<file path="src/rtl/square_requester.sv">
// Launches one square-unit operation per accepted operand and returns the captured result.
// Latency: accept to out_valid_out is 5 cycles with the standard unit; supervised by a timeout.
// Backpressure: in_ready_out only in IDLE; RESULT holds until out_ready_in, blocking new operands.
module square_requester #(
    parameter int DATA_WIDTH   = 8,
    parameter int RESULT_WIDTH = 16,
    parameter int TIMEOUT      = 15,
    parameter int COUNT_WIDTH  = 16
) (
    input  logic                    clk_in,
    input  logic                    rst_n_in,
    input  logic                    in_valid_in,
    input  logic [DATA_WIDTH-1:0]   in_data_in,
    output logic                    in_ready_out,
    output logic                    start_out,
    output logic [DATA_WIDTH-1:0]   operand_out,
    input  logic                    busy_in,
    input  logic                    done_in,
    input  logic [RESULT_WIDTH-1:0] result_in,
    output logic                    out_valid_out,
    output logic [RESULT_WIDTH-1:0] out_data_out,
    input  logic                    out_ready_in,
    input  logic                    clear_in,
    output logic                    err_pulse_out,
    output logic                    err_sticky_out,
    output logic [COUNT_WIDTH-1:0]  ops_count_out
);

    localparam int TW = $clog2(TIMEOUT + 1);

    typedef enum logic [2:0] {
        IDLE,
        LAUNCH,
        WAIT_BUSY,
        WAIT_DONE,
        RESULT
    } state_t;

    state_t                  state, state_nxt;
    logic [TW-1:0]           tcnt, tcnt_nxt;
    logic [DATA_WIDTH-1:0]   operand_q;
    logic [RESULT_WIDTH-1:0] result_q;
    logic [COUNT_WIDTH-1:0]  ops_q;
    logic                    err_pulse_q, err_sticky_q;
    logic                    accept, capture, timeout, deliver;

    always_comb begin
        state_nxt = state;
        tcnt_nxt  = tcnt;
        accept    = 1'b0;
        capture   = 1'b0;
        timeout   = 1'b0;
        deliver   = 1'b0;
        case (state)
            IDLE: begin
                if (in_valid_in) begin
                    accept    = 1'b1;
                    state_nxt = LAUNCH;
                end
            end
            LAUNCH: begin
                tcnt_nxt  = '0;
                state_nxt = WAIT_BUSY;
            end
            WAIT_BUSY: begin
                if (busy_in) begin
                    tcnt_nxt  = '0;
                    state_nxt = WAIT_DONE;
                end else if (done_in) begin
                    // Busy pulse was too short to observe; the result is already here.
                    capture   = 1'b1;
                    state_nxt = RESULT;
                end else if (tcnt == TW'(TIMEOUT - 1)) begin
                    timeout   = 1'b1;
                    tcnt_nxt  = '0;
                    state_nxt = IDLE;
                end else begin
                    tcnt_nxt = tcnt + TW'(1);
                end
            end
            WAIT_DONE: begin
                if (done_in) begin
                    capture   = 1'b1;
                    state_nxt = RESULT;
                end else if (tcnt == TW'(TIMEOUT - 1)) begin
                    timeout   = 1'b1;
                    tcnt_nxt  = '0;
                    state_nxt = IDLE;
                end else begin
                    tcnt_nxt = tcnt + TW'(1);
                end
            end
            RESULT: begin
                if (out_ready_in) begin
                    deliver   = 1'b1;
                    state_nxt = IDLE;
                end
            end
            default: state_nxt = IDLE;
        endcase
    end

    always_ff @(posedge clk_in or negedge rst_n_in) begin
        if (!rst_n_in) begin
            state        <= IDLE;
            tcnt         <= '0;
            operand_q    <= '0;
            result_q     <= '0;
            ops_q        <= '0;
            err_pulse_q  <= 1'b0;
            err_sticky_q <= 1'b0;
        end else begin
            state       <= state_nxt;
            tcnt        <= tcnt_nxt;
            err_pulse_q <= timeout;
            // The unit samples the operand late, so it only moves on a new accept.
            if (accept)
                operand_q <= in_data_in;
            if (capture)
                result_q <= result_in;
            if (deliver)
                ops_q <= ops_q + COUNT_WIDTH'(1);
            if (timeout)
                err_sticky_q <= 1'b1;
            else if (clear_in)
                err_sticky_q <= 1'b0;
        end
    end

    assign in_ready_out   = (state == IDLE);
    assign out_valid_out  = (state == RESULT);
    assign start_out      = (state == LAUNCH);
    assign operand_out    = operand_q;
    assign out_data_out   = result_q;
    assign err_pulse_out  = err_pulse_q;
    assign err_sticky_out = err_sticky_q;
    assign ops_count_out  = ops_q;

endmodule

</file>
<file path="config.mk">
export PLATFORM = sky130hd
export DESIGN_NAME = square_requester
export DESIGN_NICKNAME = d
export VERILOG_FILES = /design/src/rtl/square_requester.sv
export SDC_FILE = /design/constraint.sdc
export NUM_CORES = 1
export LEC_CHECK = 0
export CAP_MARGIN = 20
export CORE_ASPECT_RATIO = 1.1
export CORE_UTILIZATION = 35
export DETAILED_ROUTE_END_ITERATION = 10
export GPL_TIMING_DRIVEN = 0
export PLACE_DENSITY_LB_ADDON = 0.15
export RECOVER_POWER = 50
export SYNTH_ARGS = -nofsm -noshare
export SYNTH_HDL_FRONTEND = slang
export SYNTH_SLANG_ARGS = --single-unit
</file>
<file path="constraint.sdc">
create_clock -name clk_in -period 1.4 [get_ports clk_in]
set_input_delay 0.42 -clock clk_in [delete_from_list [all_inputs] [get_ports clk_in]]
set_output_delay 0.42 -clock clk_in [all_outputs]
set_load 0.02 [all_outputs]
</file>
==> metrics.md, run 1 <==
| Metric | Value |
|---|---|
| Status | `complete, but fails checks` |
| Failing checks | `negative setup slack` |
| Main flop type after synthesis | `dfrtp_1` |
| Starting Density | `0.3662` |
| Die area | `6389 um^2` |
| TritonCTS clock tree | `yes` |
| Fmax achieved | `roughly 0.64 GHz` |
| First-pass GRT wire length | `about 8300 um` |
| Final worst path period share | `1.123` |
| Part of the power in registers | `0.355` |
| Antenna Nets Post-Route | `0` |
| Startpoint types | `flip-flop` |
| Dpl hpwl | `about 3100 um` |
| Measured slew at the worst slew-check pin | `between 0.8 and 0.9 ns` |
| Worst R2R Start | `state[1]` |
| GP Congestion | `between 0.6 and 0.7` |
| Vias | `between 1500 and 2000` |
| H-Tree Depth | `2` |
| Synthesized area | `~2100 um^2` |
| Final WS setup | `-0.1720 ns` |
| GRT Total Usage | `0.1651` |
| Post-DR wirelength/cell | `approximately 14 um` |
| Most frequent cells in the layout | `dfrtp_1 (45), buf_4 (27), clkdlybuf4s50_1 (26)` |
| Crit end category | `primary output` |
| RR Endpoint | `out_data_out[2]` |
| Cell Rows | `29` |
| Syn_area_per_cell | `approximately 13 um^2` |
| Fin Setup TNS | `-3.284 ns` |
| Pre-CTS setup slack | `-0.5041 ns` |
| Largest net degree at the start of global routing | `34` |
| CTS root buf | `clkbuf_8` |
| Placed instance count | `316` |
| Req. time, crit path | `0.98 ns` |
| Sw power | `approximately 0.0021 W` |
| Io pins | `76` |
| # hold bufs at CTS | `0` |
| Layout area overhead | `58.39%` |
| Die height | `around 84 um` |
| Post-layout min period | `roughly 1.6 ns` |
| Number of global-route vias before repair | `between 1500 and 2000` |
| Die W | `between 70 and 80 um` |
| Part of the power in the clock network | `0.170` |
| Fraction of layout cells with a size suffix above 1 | `0.5036` |
| DRT Wirelength | `about 5100 um` |
| CP Class | `reg2out` |
| Total CTS buffers | `5` |
| # nets final | `around 310` |
| Clk pin slew, worst setup/hold paths | `around 0.09 ns` |
| Fin cells | `about 350` |
| CP Max Fanout | `5` |
| Worst Reg-to-Reg Cells | `6` |
| Synth async-reset ratio | `1.000` |
| Metal-1 WL | `approximately 2500 um` |
| Mapped Nets | `197` |
| N_diodes | `0` |
| I/O Buffers | `75` |
| Initial DRT Pass Iterations | `4` |
| CP startpoint | `state[1]` |
| Sequential share of the synthesized area | `0.5768` |
| CTS sink count | `49` |
| Antenna violations before repair | `0` |
| Max-cap viol count | `0` |
| Total gr overflow | `0` |
| Met3 WL post-DR | `261 um` |
| Slew margin rel. | `0.4338` |
| Leading cell type in the layout, fill and taps excluded | `dfrtp_1` |
| Leak | `around 1.7 nW` |
| Initial DRC Count | `45` |
| P_int | `0.004006 W` |
| Worst hold path class | `in2async` |
| Library cells used by synthesis | `36` |
| Critical path data arrival time | `1.15 ns` |
| CP endpoint | `out_valid_out` |
| RSZ-0062 raised after global routing | `true` |
| Synth Warn # | `0` |
| Number of flops mapped to enable cells by yosys | `0` |
| Synth Instances | `about 160` |
| Max-slew violations | `0` |
| # DRC | `0` |
| Final setup fails | `37` |
| DR top layer | `met4` |
| Power Total | `just over 0.006 W` |
| CORE AREA | `5806 um^2` |
| Logic gate share of total power | `0.474` |
| #FFs+latches synth | `a little under 50` |
| Switching portion of total power | `0.3490` |
| Final Hold Viols | `0` |
| Worst-Skew Late Latency | `between 0.2 and 0.3 ns` |
| Worst Skew | `0.004298 ns` |
| CTS max path bufs | `2` |
| Met2 WL | `2349 um` |
| Vias per cell | `4.711` |
| Worst IR drop on VDD | `1.253 mV` |
| Power density cells | `1828 nW/um^2` |
| Worst reg2reg setup slack | `-0.16 ns` |
==> how the worst min path moves through the flow <==
stage,to,cells past startpoint
floorplan,err_pulse_out,0
global placement,ops_count_out[15],1
detailed placement,out_data_out[10],1
CTS,operand_out[4],1
global route,operand_out[4],1
finish,out_data_out[10],1
==> cell usage after synthesis, types with 2 or more instances <==
master,instances,area (um^2)
a21o_1,3,22.52
a21oi_1,3,15.01
a31oi_1,2,12.51
and3_1,2,12.51
buf_4,3,22.52
buf_6,2,22.52
dfrtp_1,49,1226
ha_1,3,37.54
inv_1,3,11.26
mux2_2,18,202.7
mux2_4,7,105.1
nand2_1,10,37.54
nand2b_1,3,18.77
nand3_1,8,40.04
nand4_1,4,25.02
nor2_1,6,22.52
nor3_1,2,10.01
nor4_1,2,12.51
o21ai_0,3,15.01
xnor2_1,13,113.9
xor2_1,2,17.52
==> power by group through the flow <==
stage	Clock [W]	Combinational, W	Sequential (W)
3_3_place_gp	0	0.00274	0.00220
4_1_cts	0.00107	0.00296	0.00218
5_1_grt	0.00114	0.00312	0.00227
6_report	0.00105	0.00292	0.00219
2_1_floorplan	0	0.00113	0.00268
3_5_place_dp	0	0.00276	0.00222
==> cell type report <==
type                    count  area (um^2)
clock buffers               7        86.33
fillers                   503         2439
flip-flops and latches     49         1231
plain buffers               5        57.56
well taps                  77        96.34
multi-input cells         104         1005
clock inverters             1        30.03
repair buffers            106        845.8
inverters                   4        15.01
==> worst max-delay path, cell delays in order, from the launching register on <==
cell and delay [ns]:
dfrtp_1 0.39, buf_6 0.14, nor2_4 0.08, nand2_2 0.06, inv_2 0.07, buf_6 0.11
==> routing by layer <==
| metal | vias up | track usage |
|---|---|---|
| met3 | 2 | 0.04481 |
| met5 | - | 0 |
| li1 | 796 | - |
| met4 | 0 | 0.04545 |
| met2 | 60 | 0.2523 |
| met1 | 805 | 0.2303 |
==> registers in the layout (all words and copies together) (netlist names) <==
signal,cells
ops_count_out,16
out_data_out,16
operand_out,8
tcnt,4
state,3
err_pulse_out,1
err_sticky_out,1
==> through the flow <==
step                area [um^2]  utilization  hold slack [ns]
floorplan                  2220            -           0.1244
global placement           3067       0.5282           0.4519
detailed placement         3082       0.5308           0.3651
CTS                        3436       0.5918          0.04200
global route               3367       0.5800           0.2755
finish                     3367       0.5800           0.1978
==> logic make-up after synthesis <==
kind of cell,share of synthesized area
buf+inv,0.03001
xor+xnor,0.06180
fa+ha+maj,0.01766
simple gates,0.1224
mux,0.1495
compound gates,0.04179
flops,0.5768
==> what timing repair did <==
| item | in CTS | in global routing |
|---|---|---|
| setup endpoints to repair | 83 | 80 |
| gates cloned | 1 | 1 |
| buffers inserted | 24 | 4 |
| hold endpoints to repair | 0 | 0 |
| gates resized for setup | 145 | 50 |
| pin swaps | 18 | 7 |
(Power assumes the default switching activity.)
==> inputs of run 2 (changes only) <==
--- a/config.mk
+++ b/config.mk
@@ -5,7 +5,7 @@
 export SDC_FILE = /design/constraint.sdc
 export NUM_CORES = 1
 export LEC_CHECK = 0
-export CAP_MARGIN = 20
+export CAP_MARGIN = 30
 export CORE_ASPECT_RATIO = 1.1
 export CORE_UTILIZATION = 35
 export DETAILED_ROUTE_END_ITERATION = 10
==> run 2 against run 1 <==
  * Die area unchanged
  * The run still ends with negative setup slack left
  * Via count did not move
  * Clock skew did not move
  * Total power unchanged
  * Largest power group unchanged
  * Critical path depth unchanged
  * Final area unchanged
  * Combinational power is essentially flat
  * First-iteration DRC count did not move
  * Largest cell class unchanged
  * Register-to-register slack about the same
  * Wire length unchanged
==> metrics.md, run 2 (synthesis gave the netlist of run 1 again) <==
| Metric | Value |
|---|---|
| Crit path cell chain | `buf_6 -> nor2_4 -> nand2_2 -> inv_2 -> buf_6` |
| CP Class | `reg2out` |
| Placed instance count | `~320` |
| Fin Setup TNS | `-3.284 ns` |
| Post-DR wirelength/cell | `between 10 and 15 um` |
| Fill count | `503` |
| Max-slew violations | `0` |
| H-Tree Depth | `2` |
| CTS sink count | `between 40 and 50` |
| CP Max Fanout | `5` |
| Io pins | `76` |
| Part of the power in registers | `0.355` |
| Total gr overflow | `0` |
| Power density cells | `between 1500 and 2000 nW/um^2` |
| Final worst path period share | `1.123` |
| TritonCTS clock tree | `yes` |
| I/O Buffers | `75` |
| Multi-input logic area | `~1000 um^2` |
| Worst hold path class | `in2async` |
| Slowest cell on the critical path | `dfrtp_1` |
| Initial DRC Count | `between 40 and 50` |
| Slew margin rel. | `0.4338` |
| Number of global-route vias before repair | `between 1500 and 2000` |
| Failing checks | `negative setup slack` |
| Critical path data arrival time | `1.15 ns` |
| Startpoint types | `flip-flop` |
| Worst IR drop on VDD | `approximately 1.3 mV` |
| Fin cells | `around 350` |
| Max-cap viol count | `0` |
| # DRC | `0` |
| Initial DRT Pass Iterations | `4` |
| Critical path's largest stage delay | `0.39 ns` |
| Worst Reg-to-Reg Cells | `6` |
| Die height | `~84 um` |
| Most frequent cells in the layout | `dfrtp_1 (45), buf_4 (27), clkdlybuf4s50_1 (26)` |
| P_int | `between 0.004 and 0.005 W` |
| Sw power | `roughly 0.0021 W` |
| Starting Density | `0.3662` |
| CORE AREA | `5806 um^2` |
| Leak | `roughly 1.7 nW` |
| Worst reg2reg setup slack | `-0.16 ns` |
| Die area | `roughly 6400 um^2` |
| RSZ-0062 raised after global routing | `true` |
| Measured slew at the worst slew-check pin | `roughly 0.85 ns` |
| Worst R2R Start | `state[1]` |
| Fraction of layout cells with a size suffix above 1 | `0.5036` |
| CTS root buf | `clkbuf_8` |
| Vias per cell | `between 4 and 5` |
| Antenna violations before repair | `0` |
| Post-layout min period | `between 1.5 and 2 ns` |
| Antenna Nets Post-Route | `0` |
| GP Congestion | `0.6913` |
| First-pass GRT wire length | `~8300 um` |
| Fin util | `0.5800` |
| Register area | `1231 um^2` |
| Vias | `1663` |
| Worst Skew | `around 0.0043 ns` |
| Leading cell type in the layout, fill and taps excluded | `dfrtp_1` |
| Dpl hpwl | `around 3100 um` |
| CP Buf/Inv Count | `3` |
| CTS max path bufs | `2` |
| Crit end category | `primary output` |
| Final WS setup | `-0.1720 ns` |
| Part of the power in the clock network | `0.170` |
| Logic gate share of total power | `0.474` |
| Largest net degree at the start of global routing | `34` |
| Final setup fails | `37` |
| Status | `complete, but fails checks` |
| Cell Rows | `29` |
| N_diodes | `0` |
| Final Hold Viols | `0` |
| Most frequent CP cell | `buf_6` |
| Req. time, crit path | `slightly below 1 ns` |
| GRT Total Usage | `0.1651` |
| Switching portion of total power | `0.3490` |
| RR Endpoint | `out_data_out[2]` |
| DRT Wirelength | `around 5100 um` |
| Delay-heaviest family, CP | `flip-flops` |
| # nets final | `309` |
| Worst-Skew Late Latency | `roughly 0.29 ns` |
| Total CTS buffers | `5` |
| Clk pin slew, worst setup/hold paths | `approximately 0.090 ns` |
| Die W | `about 76 um` |
| Fmax achieved | `~0.64 GHz` |
| Layout area overhead | `58.39%` |
-- run 2: cell counts in the layout (fill, tap and decap cells not counted) --
No cell type changed its count.
-- run 2: repair_timing --
action	CTS	global route
pin swaps	18	7
hold buffers	0	0
endpoints found under the hold margin	0	0
cloned	1	1
buffers inserted	24	4
resized for setup	145	50
setup endpoints to repair	83	80
-- run 2: through the flow --
stage	power, W	worst slack, ns	hold slack [ns]	cell area, um^2
2_1_floorplan	0.003807	-0.07598	0.1244	2220
3_3_place_gp	0.004943	-1.781	0.4519	3067
3_5_place_dp	0.004981	-0.5041	0.3651	3082
4_1_cts	0.006214	-0.1728	0.04200	3436
5_1_grt	0.006527	-0.2365	0.2755	3367
6_report	0.006154	-0.1720	0.1978	3367
-- run 2: layout make-up --
class,instances,area share
repair buffers,106,0.2512
flip-flops and latches,49,0.3657
well taps,77,0.02861
plain buffers,5,0.01709
multi-input cells,104,0.2984
inverters,4,0.004459
clock buffers,7,0.02564
clock inverters,1,0.008919
-- run 2: worst max path at each step --
stage	startpoint	end	slack [ns]	cells after the start
4_1_cts	state[1]	in_ready_out	-0.17	3
6_report	state[1]	out_valid_out	-0.17	5
5_1_grt	state[0]	out_valid_out	-0.24	4
3_3_place_gp	rst_n_in	ops_count_out[6]	-1.78	1
2_1_floorplan	state[0]	operand_out[0]	-0.08	4
3_5_place_dp	done_in	out_data_out[9]	-0.50	5
-- run 2: metal layers --
layer	vias up	routed length (um)	GRT usage
li1	796	-	-
met5	-	0	0
met2	60	2349	0.2523
met1	805	2452	0.2303
met4	0	24	0.04545
met3	2	261	0.04481
-- run 2: power by group through the flow --
stage                     clock network, W  logic, W  registers (W)
after global routing               0.00114   0.00312        0.00227
after detailed placement                 0   0.00276        0.00222
after CTS                          0.00107   0.00296        0.00218
final                              0.00105   0.00292        0.00219
after global placement                   0   0.00274        0.00220
after floorplan                          0   0.00113        0.00268
==> edit 1: new RTL, config.mk and constraints of run 1 <==
Remove the register `err_pulse_q`: a continuous assignment takes its place, so the output `err_pulse_out` follows one clock earlier.
--- a/src/rtl/square_requester.sv
+++ b/src/rtl/square_requester.sv
@@ -108,10 +108,8 @@
             result_q     <= '0;
             ops_q        <= '0;
-            err_pulse_q  <= 1'b0;
             err_sticky_q <= 1'b0;
         end else begin
             state       <= state_nxt;
             tcnt        <= tcnt_nxt;
-            err_pulse_q <= timeout;
             // The unit samples the operand late, so it only moves on a new accept.
             if (accept)
@@ -128,4 +126,6 @@
     end
 
+    assign err_pulse_q = timeout;
+
     assign in_ready_out   = (state == IDLE);
     assign out_valid_out  = (state == RESULT);
Check against the original RTL: no difference found for any inputs over 10 cycles, from zero or initial values and one cycle with rst_n_in low; that may be too few to reach the edited logic, so the function may still have changed.
==> edit 1 against run 1 <==
  * The run still ends with setup timing left
  * Synthesized area down 1.2%
  * Highest routed layer unchanged
  * Cell count up 0.28%
  * Combinational power up 2%
  * Total power down 3.2%
  * Cell area up 0.93%
  * Setup slack worse by 0.22 ns
  * Sequential cell count down 1
  * Wire length down 6.7%
==> edit 1: results (changes against run 1) <==
Worst setup path
  – Arrival time at the worst endpoint: 1.37 ns (was 1.15 ns)
  – R2R setup slack: -0.28 ns (was -0.16 ns)
  – Slowest cell on the critical path: dfrtp_2 (was dfrtp_1)
  – Largest stage delay on the critical path: 0.44 ns (was 0.39 ns)
  – RR Startpoint: state[0]$_DFFE_PN0P_ (was state[1]$_DFFE_PN0P_)
  – R2R depth: 6 (unchanged)
  – Crit Reg-Reg Endpoint: ops_count_out[13]$_DFFE_PN0P_ (was out_data_out[2]$_DFFE_PN0P_)
  – Top delay family on crit path: simple AND/OR/NAND/NOR gates (was flip-flops)
  – Largest fanout on the critical path: 4 (was 5)

Power
  – Static leakage: 1.66 nW (was 1.69 nW)
  – Sw Ratio: 35.5% (was 34.9%)
  – Peak VDD IR: 0.000745 V (was 0.00125 V)

Timing
  – Final worst-path setup slack: -0.387 ns (was -0.172 ns)
  – Endpoints failing setup: 34 (was 37)
  – Clock skew: 0.00927 ns (was 0.00430 ns)
  – Worst relative slew slack: 56.7% (was 43.4%)

Yosys
  – Compound-Gate Fraction of Synth Area: 4.23% (was 4.18%)
  – Post-synthesis sequential area ratio: 57.2% (was 57.7%)
  – Main area contributors after synthesis: dfrtp_1, mux2_2, xnor2_1 (unchanged)
  – Most frequent cells after synthesis: dfrtp_1, mux2_2, xnor2_1 (unchanged)
  – Synth async-reset ratio: 100% (unchanged)
  – Net Count, Synth: 196 (was 197)
  – Xor and xnor fraction of the mapped netlist area: 6.25% (was 6.18%)
  – Multiplexer area fraction after synthesis: 15.1% (was 14.9%)
  – Adder-Cell Fraction of Synth Area: 1.79% (was 1.77%)

Global routing
  – Initial antenna violation count: 0 (unchanged)
  – First-pass GRT wire length: 7720 microns (was 8340 microns)
  – Total GRT Usage: 16.0% (was 16.5%)
  – Largest net degree at the start of global routing: 28 (was 34)
  – Vias in the first global route: 1644 (was 1667)

Placed design
  – Dpl ws: -1.06 ns (was -0.504 ns)
  – Dpl cell area: 3080 sq um (about the same)
  – Placer Congestion: 0.745 (was 0.691)
  – Post-DP HPWL: 3110 microns (was 3140 microns)

Layout
  – Share of layout cells above drive strength 1: 53.4% (was 50.4%)
  – Fillers: 484 (was 503)
  – Final #Nets: 310 (was 309)

Routing
  – Detailed-route wire length: 4750 microns (was 5090 microns)
  – Post-DR vias/cell: 4.69 (was 4.71)
  – DR pass1 iterations: 4 (unchanged)
  – DRT iter0 DRCs: 17 (was 45)
  – Drt drc: 0 (unchanged)

Hold path
  – Hold WC Path Type: primary input to asynchronous set/reset pin (unchanged)

Outcome
  – Failing checks: setup timing (unchanged)
  – Outcome: complete, but fails checks (unchanged)

CTS
  – Depth of the CTS H-tree: 2 (unchanged)
  – Clk Latency, worst-skew pair: 0.31 ns (was 0.29 ns)
## edit 1: cell types whose count changed after synthesis
cell and delta:
dfrtp_1 -1
## edit 1: through the flow
step	setup TNS, ns	utilization (%)	power, mW	instances	hold slack (ns)
4_1_cts	-2.60	58.7	6.00	347	0.144
6_report	-5.54	58.9	5.96	354	0.127
2_1_floorplan	-1.08	-	3.79	162	0.124
3_5_place_dp	-18.64	53.4	4.97	315	0.461
3_3_place_gp	-93.72	53.0	4.92	314	0.453
5_1_grt	-7.77	58.9	6.33	354	0.180
## edit 1: worst max path at each step
stage,depth (start not counted),from,to,slack [ns]
final,3,state[2]$_DFFE_PN0P_,err_pulse_out,-0.39
after global routing,4,state[0]$_DFFE_PN0P_,err_pulse_out,-0.47
after CTS,3,state[1]$_DFFE_PN0P_,start_out,-0.44
after detailed placement,5,busy_in,err_pulse_out,-1.06
after global placement,1,rst_n_in,ops_count_out[6]$_DFFE_PN0P_,-1.75
after floorplan,4,state[0]$_DFFE_PN0P_,operand_out[0]$_DFFE_PN0P_,-0.08
## edit 1: cell type report
cell class                 instances  area (sq um)  share of cell area (%)
buffer                             5          57.6                    1.69
clock buffer                       7          86.3                    2.54
clock inverter                     1          8.76                   0.258
inverter                           4          15.0                   0.442
multi-input combinational        104          1020                    29.9
sequential                        48          1210                    35.5
tap                               77          96.3                    2.84
timing repair buffer             108           911                    26.8
## edit 1: worst reg2reg max path: stages, from the launching register on
cell	delay, ns
dfrtp_2	0.43
buf_4	0.14
buf_6	0.11
and4bb_2	0.34
and4_4	0.32
nand3_4	0.09
xnor2_2	0.14
## edit 1: power by group through the flow
stage	clock network [mW]	registers [mW]	logic (mW)
6_report	0.880	2.11	2.97
5_1_grt	0.956	2.17	3.20
4_1_cts	0.906	2.12	2.98
3_5_place_dp	0	2.19	2.78
3_3_place_gp	0	2.17	2.75
2_1_floorplan	0	2.65	1.14
## edit 1: layer usage
| metal | vias to the layer above | GRT usage, % | routed length [microns] |
|---|---|---|---|
| li1 | 800 | - | - |
| met1 | 807 | 20.9 | 2150 |
| met2 | 48 | 25.7 | 2260 |
| met3 | 5 | 3.52 | 282 |
| met4 | 0 | 5.05 | 62 |
| met5 | - | 0 | 0 |
## edit 1: cells by family after synthesis
logic type | count (synthesis)
flops | 48
simple gates | 46
mux | 26
xor+xnor | 15
compound gates | 14
buf+inv | 10
fa+ha+maj | 3
## edit 1: repair_timing
item / 4_1_cts / 5_1_grt
setup endpoints to repair: 84 / 62
gates cloned: 0 / 1
pin swaps: 26 / 9
setup buffers: 25 / 7
gates resized for setup: 159 / 37
==> edit 2: new RTL, settings of run 1 <==
Without the edit above. `TIMEOUT`: 15 -> 30.
--- a/src/rtl/square_requester.sv
+++ b/src/rtl/square_requester.sv
@@ -5,5 +5,5 @@
     parameter int DATA_WIDTH   = 8,
     parameter int RESULT_WIDTH = 16,
-    parameter int TIMEOUT      = 15,
+    parameter int TIMEOUT      = 30,
     parameter int COUNT_WIDTH  = 16
 ) (
Function: no difference found for any inputs over 10 cycles, from zero or initial values and one cycle with rst_n_in low; that may be too few to reach the edited logic, so the function may still have changed.
==> edit 2 against run 1 <==
  * The flow still finishes with violations (setup timing)
  * Die area grew 4.9%
  * Wire length grew 6.8%
  * Count of clock-buffer cells in the layout shrank 1
  * Hold slack lost 0.011 ns
  * Utilization grew 2.5 points
  * Cell area grew 11%
  * Clock skew grew 0.0056 ns
  * Combinational power grew 17%
  * Synthesized cell count grew 4.9%
  * Total power grew 8.0%
  * Synthesized area grew 5.1%
  * Sequential cell count grew 1
  * Setup slack lost 0.086 ns
  * Critical endpoint is now out_data_out[8]$_DFFE_PN0P_
==> edit 2: results (changes against run 1) <==
Global routing
  – Met3 GRT Util: 2.34% (was 4.48%)
  – M1 GR Usage: 20.8% (was 23.0%)
  – First-pass GRT wire length: 8510 microns (was 8340 microns)
  – Met2 Use GR: 28.2% (was 25.2%)
  – Total GRT Usage: 16.2% (was 16.5%)
  – Largest net degree at the start of global routing: 37 (was 34)

Yosys
  – Post-synthesis sequential area ratio: 56.0% (was 57.7%)
  – Xor and xnor fraction of the mapped netlist area: 5.88% (was 6.18%)
  – Synthesized area per cell: 13.1 sq um (was 13.0 sq um)
  – Adder-Cell Fraction of Synth Area: 1.68% (was 1.77%)
  – Compound-Gate Fraction of Synth Area: 4.76% (was 4.18%)

Routing
  – Post-DR vias/cell: 4.71 (about the same)

Worst setup path
  – Crit Reg-Reg Endpoint: out_data_out[8]$_DFFE_PN0P_ (was out_data_out[2]$_DFFE_PN0P_)
  – RR Startpoint: state[0]$_DFFE_PN0P_ (was state[1]$_DFFE_PN0P_)
  – Slowest cell on the critical path: dfrtp_2 (was dfrtp_1)
  – R2R depth: 5 (was 6)
  – Crit Path Category: register to register (was register to output port)
  – Arrival time at the worst endpoint: 1.84 ns (was 1.15 ns)

Power
  – Static leakage: 1.80 nW (was 1.69 nW)
  – Sequential share of power: 33.1% (was 35.5%)
  – Clk pwr share: 15.4% (was 17.0%)
  – Peak VDD IR: 0.000859 V (was 0.00125 V)

Outcome
  – Outcome: complete, but fails checks (unchanged)
  – Failing checks: setup timing (unchanged)

Timing
  – Endpoints failing setup: 46 (was 37)
  – Clock skew: 0.00987 ns (was 0.00430 ns)
  – Final worst-path setup slack: -0.258 ns (was -0.172 ns)
  – Worst Tran Pin Value: 0.847 ns (was 0.849 ns)
  – Hold slack final: 0.187 ns (was 0.198 ns)

Placed design
  – Placed cell count: 327 (was 316)
  – Dpl cell area: 3160 sq um (was 3080 sq um)
  – Placer Congestion: 0.722 (was 0.691)

CTS
  – Postcts setup bufs: 26 (was 24)
  – Cells resized by post-CTS repair: 178 (was 145)
-- edit 2: changes by cell type after synthesis, sizes merged, moves of 2 or more --
cell	change
a21oi	-2
and3	+3
and4	-2
nand4	+3
nor2	+2
nor2b	+2
o21ai	+3
-- edit 2: layer usage --
layer  vias up  share of wire (%)
met4         0               0.40
met3         2                2.8
li1        852                  -
met5         -                  0
met1       887                 44
met2        31                 53
-- edit 2: worst reg2reg max path, stage by stage, from the launching register on --
cell and delay [ns]:
dfrtp_2 0.47, buf_6 0.14, or2b_4 0.27, nand4_4 0.18
clkbuf_16 0.19, mux2_4 0.29
-- edit 2: area by class of cell --
type | count | area, sq um | share of cell area (%)
Buffer | 4 | 48.8 | 1.31
Sequential cell | 50 | 1260 | 33.8
Multi-Input combinational cell | 113 | 1180 | 31.6
Clock buffer | 6 | 72.6 | 1.95
Tap cell | 80 | 100 | 2.69
Inverter | 4 | 15.0 | 0.403
Timing Repair Buffer | 117 | 1010 | 27.2
Clock inverter | 2 | 37.5 | 1.01
